===== src/rtl/memory_access_stage.sv =====
// Memory stage of the RV32I pipeline: registers Execute results, runs loads and
// stores over a valid/ready data-memory handshake, and stalls while an access is outstanding.
module memory_access_stage (
    input  logic        clk,
    input  logic        rst,
    input  logic [31:0] ALU_result_E,
    input  logic [31:0] write_data_E,
    input  logic [4:0]  rd_E,
    input  logic        reg_write_E,
    input  logic        mem_read_E,
    input  logic        mem_write_E,
    input  logic [2:0]  funct3_E,
    output logic        dmem_req,
    output logic        dmem_we,
    output logic [31:0] dmem_addr,
    output logic [31:0] dmem_wdata,
    output logic [3:0]  dmem_wstrb,
    input  logic        dmem_ready,
    input  logic [31:0] dmem_rdata,
    output logic [31:0] ALU_result_M,
    output logic [4:0]  rd_M,
    output logic        reg_write_M,
    output logic        mem_read_M,
    output logic [31:0] load_data_M,
    output logic        mem_fault_M,
    output logic        stall_M
);

    typedef enum logic [1:0] {IDLE, WAIT, DONE} state_t;

    state_t      state, state_next;
    logic [31:0] write_data_m;
    logic        reg_write_r;
    logic        mem_write_m;
    logic [2:0]  funct3_m;
    logic        mem_op;
    logic        fault;
    logic        busy;
    logic [1:0]  byte_off;
    logic [7:0]  ld_byte;
    logic [15:0] ld_half;
    logic [31:0] ld_ext;

    assign mem_op   = mem_read_M | mem_write_m;
    assign byte_off = ALU_result_M[1:0];
    assign busy     = mem_op & ~fault;

    // NOTE: sequential state uses non-blocking assignments so every register
    // samples pre-edge values regardless of statement order.
    always_ff @(posedge clk or posedge rst) begin
        if (rst) begin
            ALU_result_M <= '0;
            write_data_m <= '0;
            rd_M         <= '0;
            reg_write_r  <= 1'b0;
            mem_read_M   <= 1'b0;
            mem_write_m  <= 1'b0;
            funct3_m     <= '0;
        end else if (!stall_M) begin
            ALU_result_M <= ALU_result_E;
            write_data_m <= write_data_E;
            rd_M         <= rd_E;
            reg_write_r  <= reg_write_E;
            mem_read_M   <= mem_read_E;
            mem_write_m  <= mem_write_E;
            funct3_m     <= funct3_E;
        end
    end

    // NOTE: every combinational output gets a default first so no path leaves
    // it unassigned, which would infer a latch.
    always_comb begin
        fault = 1'b0;
        case (funct3_m)
            3'b000, 3'b100: fault = 1'b0;
            3'b001, 3'b101: fault = byte_off[0];
            3'b010:         fault = |byte_off;
            default:        fault = 1'b1;
        endcase
        if (!mem_op) fault = 1'b0;
    end

    always_ff @(posedge clk or posedge rst) begin
        if (rst) state <= IDLE;
        else     state <= state_next;
    end

    always_comb begin
        state_next = state;
        stall_M    = 1'b0;
        dmem_req   = 1'b0;
        case (state)
            IDLE: if (busy) state_next = dmem_ready ? DONE : WAIT;
            WAIT: if (dmem_ready) state_next = DONE;
            DONE: state_next = IDLE;
            default: state_next = IDLE;
        endcase
        // DONE releases the stall so the next instruction enters on the same edge.
        if (busy && state != DONE) begin
            stall_M  = 1'b1;
            dmem_req = 1'b1;
        end
    end

    assign mem_fault_M = fault;
    assign reg_write_M = reg_write_r & ~fault;
    assign dmem_we     = mem_write_m;
    assign dmem_addr   = {ALU_result_M[31:2], 2'b00};

    always_comb begin
        dmem_wdata = write_data_m;
        dmem_wstrb = 4'b0000;
        case (funct3_m[1:0])
            2'b00: begin
                dmem_wdata = {4{write_data_m[7:0]}};
                dmem_wstrb = 4'b0001 << byte_off;
            end
            2'b01: begin
                dmem_wdata = {2{write_data_m[15:0]}};
                dmem_wstrb = byte_off[1] ? 4'b1100 : 4'b0011;
            end
            default: dmem_wstrb = 4'b1111;
        endcase
        if (!mem_write_m || fault) dmem_wstrb = 4'b0000;
    end

    always_comb begin
        ld_byte = dmem_rdata[{byte_off, 3'b000} +: 8];
        ld_half = byte_off[1] ? dmem_rdata[31:16] : dmem_rdata[15:0];
        case (funct3_m)
            3'b000:  ld_ext = {{24{ld_byte[7]}}, ld_byte};
            3'b100:  ld_ext = {24'b0, ld_byte};
            3'b001:  ld_ext = {{16{ld_half[15]}}, ld_half};
            3'b101:  ld_ext = {16'b0, ld_half};
            default: ld_ext = dmem_rdata;
        endcase
    end

    // A load with the store flag also set is a store, so it never captures.
    always_ff @(posedge clk or posedge rst) begin
        if (rst)
            load_data_M <= '0;
        else if (dmem_req && dmem_ready && !mem_write_m)
            load_data_M <= ld_ext;
    end

endmodule


===== config.mk =====
export PLATFORM = sky130hd
export DESIGN_NAME = memory_access_stage
export DESIGN_NICKNAME = d
export VERILOG_FILES = /design/src/rtl/memory_access_stage.sv
export SDC_FILE = /design/constraint.sdc
export NUM_CORES = 1
export LEC_CHECK = 0
export CAP_MARGIN = 20
export CORE_MARGIN = 2
export CORE_UTILIZATION = 39
export DETAILED_ROUTE_END_ITERATION = 8
export GPL_ROUTABILITY_DRIVEN = 0
export PLACE_DENSITY = 0.76
export SETUP_SLACK_MARGIN = 0.5
export SKIP_CTS_REPAIR_TIMING = 1
export SLEW_MARGIN = 20
export SYNTH_ARGS = -nofsm -noshare
export SYNTH_HDL_FRONTEND = slang
export SYNTH_SLANG_ARGS = --single-unit

===== constraint.sdc =====
create_clock -name clk -period 3.5 [get_ports clk]
set_input_delay 0.525 -clock clk [delete_from_list [all_inputs] [get_ports clk]]
set_output_delay 0.525 -clock clk [all_outputs]
set_load 0.1 [all_outputs]

Word-level counts from Yosys, hierarchy flattened
Cells that the tools add are included.

Register bits: 109.

Eq/ne operators: 9. Shifts and indexed selects: 2. Mux-type cells: 13. Bitwise gates (word level): 4. Reduce and logical (&&, ||, !) cells: 12.

Operators by type and width (count): case mux 32 bit (4 select lines) (1); case mux 32 bit (2 select lines) (1); variable part select 32 x 6 -> 8 bit (1); two-way mux 16 bit (1); two-way mux 4 bit (2); case mux 4 bit (2 select lines) (1); equality test 3 bit (second input constant) (2); two-way mux 2 bit (3); inequality test 2 bit (second input constant) (3); OR reduction 2 bit (3); equality test 2 x 1 -> 1 bit (second input constant) (2); logical NOT 2 bit (2); case mux 2 bit (2 select lines) (1); << shifter 1 x 2 -> 4 bit (first input constant) (1); equality test 3 x 1 -> 1 bit (second input constant) (1); equality test 3 x 2 -> 1 bit (second input constant) (1); logical AND 1 bit (3); logical NOT 3 bit (1); case mux 1 bit (3 select lines) (1); AND 1 bit (2); two-way mux 1 bit (2); AND reduction 2 bit (1); logical NOT 1 bit (1); logical OR 1 bit (1); 2 further kinds (2).

Depth between registers and ports, before layout
Word-level depth: 10. Depth in mapped cells: 8.

Worst setup path before layout
No wires, ideal clock.

Path kind: reg2out. From: reg ALU_result_M[1]. To: out reg_write_M. Data arrival time: 3955 ps. Path slack: -980 ps. Stages on the path, launching flop included: 7. Buffers on the path: 2. Cells stage by stage: dfrtp_1 buf_6 nor2_1 a211o_4 buf_2 nor2_1 nor2b_1.

Longest elaborated chain between the ends: 5.

RTL lines: start: declaration (line 20) `output logic [31:0] ALU_result_M,`; start signal: assignment (line 60) `ALU_result_M <= ALU_result_E;`; OR reduction 2 bit (line 77) `3'b010: fault = |byte_off;`; case mux 1 bit (3 select lines) (line 74) `case (funct3_m)`; two-way mux 1 bit (line 80) `if (!mem_op) fault = 1'b0;`; named net mem_fault_M (line 25) `output logic mem_fault_M,`; inverter 1 bit (line 106) `assign reg_write_M = reg_write_r & ~fault;`; AND 1 bit (line 106); end: declaration (line 22) `output logic reg_write_M,`.

The timed path passes the listed nets, and every way through them passes these cells.

Worst setup path after layout
From: reg funct3_m[1]. To: out dmem_wstrb[3].

Longest elaborated chain between the ends: 6. Elaborated cells between the ends (all ways): 14.

RTL lines: start: declaration (line 35) `logic [2:0] funct3_m;`; start signal: assignment (line 66) `funct3_m <= funct3_E;`; equality test 3 bit, or another cell as far along (line 74); OR reduction 2 bit (line 74); case mux 1 bit (3 select lines) (line 74); two-way mux 1 bit (line 80); logical OR 1 bit (line 124) `if (!mem_write_m || fault) dmem_wstrb = 4'b0000;`; two-way mux 4 bit (*) (line 124); end: declaration (line 17) `output logic [3:0] dmem_wstrb,`.

Every way passes the cells marked *; elsewhere a longest branch is shown, timed or not.

==> metrics.md <==
| Metric | Value |
|---|---|
| Register area share after synthesis | 47.4% |
| R2R depth | 4 |
| Post-synth top area cell | dfrtp_1 |
| Mapped cell area | 5750 µm² |
| Multiplexer area fraction after synthesis | 25.1% |
| RSZ-0062 raised after global routing | no |
| Worst setup EP type | output port |
| First drt pass iteration count | 5 |
| # nets final | 765 |
| Worst reg-to-reg setup slack | 1.02 ns |
| Placed instance count | 825 |
| Final worst setup slack | 0.694 ns |
| Slew margin rel. | 31.4% |
| Vias in the first global route | 4488 |
| Post-synthesis simple-gate area fraction | 4.79% |
| Post-synth EDFFs | 0 |
| CTS tree | yes |
| Max-slew violations | 0 |
| Synth Area in XOR/XNOR | 0% |
| Initial antenna violation count | 0 |
| CP cell instances | buf_6 -> nor2b_2 -> a21oi_1 -> nor2_1 -> o21a_1 -> buf_4 |
| Worst clock skew | 0.00927 ns |
| Critical path depth in cells | 6 |
| Dpl ws | 0.556 ns |
| H-tree depth | 3 |
| Max FO, Critical Path | 33 |
| Skew-Pair Late Insertion Delay | 0.35 ns |
| Worst setup SP type | flop |
| Final hold violation count | 0 |
| Largest net degree at the start of global routing | 59 |
| Critical Path RT | 2.97 ns |
| Io pins | 253 |
| DRC viols | 0 |
| Tightest Pin Transition | 1.03 ns |
| Vias/cell | 5.23 |
| Crit path kind | reg -> out |
| Library cells used by synthesis | 43 |
| Final min period | 2.81 ns |
| Final std cells w/o fill | 844 |
| Ys async rst share | 100% |
| Post-synthesis compound-gate area fraction | 12.0% |
| Core footprint | 14500 µm² |
| Root buffer cell | clkbuf_16 |
| CTS max path bufs | 2 |
| Wire per inst | 18.9 µm |
| Worst hold slack | 0.461 ns |
| Max Clk Rate | 0.356 GHz |
| ANT cells | 0 |
| CTS clock-pin slew for the worst setup and hold paths | 0.07 ns |
| Period utilisation layout | 80.2% |
| Grt total ovfl | 0 |
| CTS buffer count | 9 |
| Share of layout cells above drive strength 1 | 26.5% |
| CP arrival | 2.28 ns |
| Worst path slowest cell | dfrtp_4 |
| Post-route ant nets | 0 |
| Most frequent cell after synthesis | dfrtp_1 |
| DRT Wirelength | 16.0 mm |
| First-pass GRT wire length | 25.0 mm |
| Post-DP HPWL | 11.7 mm |
| Setup crit start | funct3_m[1]$_DFFE_PP0N_ |
| Status | complete, no violations |
| Initial Util | 39.7% |
| Cell family with most CP delay | flip-flops |
| Main synth FF type | dfrtp_1 |
| Via count | 4413 |
| Adder-cell share of the synthesized area | 0% |
| Die height | 125 µm |
| # setup viols final | 0 |
| Synth warn | 0 |
| Worst r2r src | funct3_m[1]$_DFFE_PP0N_ |
| Max_cap viols | 0 |
| Register bit total from synthesis | 109 |
| Crit-path max cell delay | 0.62 ns |
| Reg area | 2740 µm² |
| Overall Global Routing Usage | 20.0% |
| Buf+Inv Stages, Crit Path | 2 |
| Chip Width | 125 µm |
| Top-area cell type share of the netlist area | 47.4% |
| Reg2reg end | ALU_result_M[27]$_DFFE_PP0N_ |
| Final TNS setup | 0 ns |
| Area of the multi-input gates | 2460 µm² |
| Layout area overhead | 45.5% |
| IO Port Bufs | 250 |
| Die Area | 15700 µm² |
| Worst Setup EP | dmem_wstrb[3] |
| Cell Rows | 44 |
| Top cells by count, synth | dfrtp_1, mux2_4, buf_4, mux2_2, a21oi_1 |
| Syn Area/Cell | 12.6 µm² |
| Synthesized instance count | 457 |
| Top post-synthesis cells by area | dfrtp_1, mux2_4, mux2_2, buf_4, a21oi_1 |
| Main combinational cell family by area after synthesis | multiplexers |
| Worst Hold Class | reg -> reg |
| CTS Sinks | 109 |
| Fillers | 1157 |
| Initial detailed-routing violation count | 320 |
## state kept, by name (all words and copies together) (netlist names)
signal        flops
ALU_result_M     32
dmem_we           1
funct3_m          3
load_data_M      32
mem_read_M        1
rd_M              5
reg_write_r       1
state             2
write_data_m     32
## layer usage
layer	global-route usage (%)	vias up	part of all wire (%)
li1	-	2004	-
met2	32.6	215	49
met4	7.91	0	2.7
met3	4.96	31	7.0
met5	0	-	0
met1	25.5	2163	41
## area by class of cell
| class | instances | share of cell area [%] |
|---|---|---|
| sequential | 109 | 32.7 |
| inverter | 5 | 0.314 |
| tap | 184 | 2.75 |
| timing repair buffer | 260 | 30.6 |
| clock inverter | 5 | 1.27 |
| clock buffer | 11 | 3.02 |
| multi-input combinational | 270 | 29.4 |
## stage by stage
stage          utilization, %  cell area, µm²
6_report                 57.8            8370
4_1_cts                  57.6            8330
5_1_grt                  57.8            8370
2_1_floorplan               -            5790
3_5_place_dp             55.1            7980
3_3_place_gp             55.1            7980
## worst min-delay path by stage
stage	start	to	slack (ns)	cells past startpoint
floorplan	state[1]$_DFFE_PP0P_	state[0]$_DFFE_PP0P_	0.43	1
global placement	state[1]$_DFFE_PP0P_	state[1]$_DFFE_PP0P_	0.44	1
detailed placement	state[1]$_DFFE_PP0P_	state[0]$_DFFE_PP0P_	0.46	1
CTS	state[1]$_DFFE_PP0P_	state[0]$_DFFE_PP0P_	0.47	1
global route	state[1]$_DFFE_PP0P_	state[0]$_DFFE_PP0P_	0.48	1
finish	state[1]$_DFFE_PP0P_	state[0]$_DFFE_PP0P_	0.46	1
## cells by family after synthesis
logic type / after synthesis
muxes: 110
and+or+nand+nor: 57
other: 1
AOI/OAI and AO/OA: 100
buffers and inverters: 80
DFF: 109
## layout by cell type, fill, tap and decap left out, types with 5 or more instances in the layout
master	instances
mux2i_1	11
clkbuf_16	9
nor2_1	8
o22a_1	8
a222oi_1	7
buf_4	38
buf_12	5
a21oi_1	33
mux2_4	59
nand2_1	26
a31oi_1	17
dfrtp_1	105
o21ai_1	8
a22o_1	14
mux2_2	39
clkdlybuf4s50_1	216
Power is left out: the tool's default activity adds up to more than one toggle a clock period on the data nets, which glitch-free logic cannot reach.
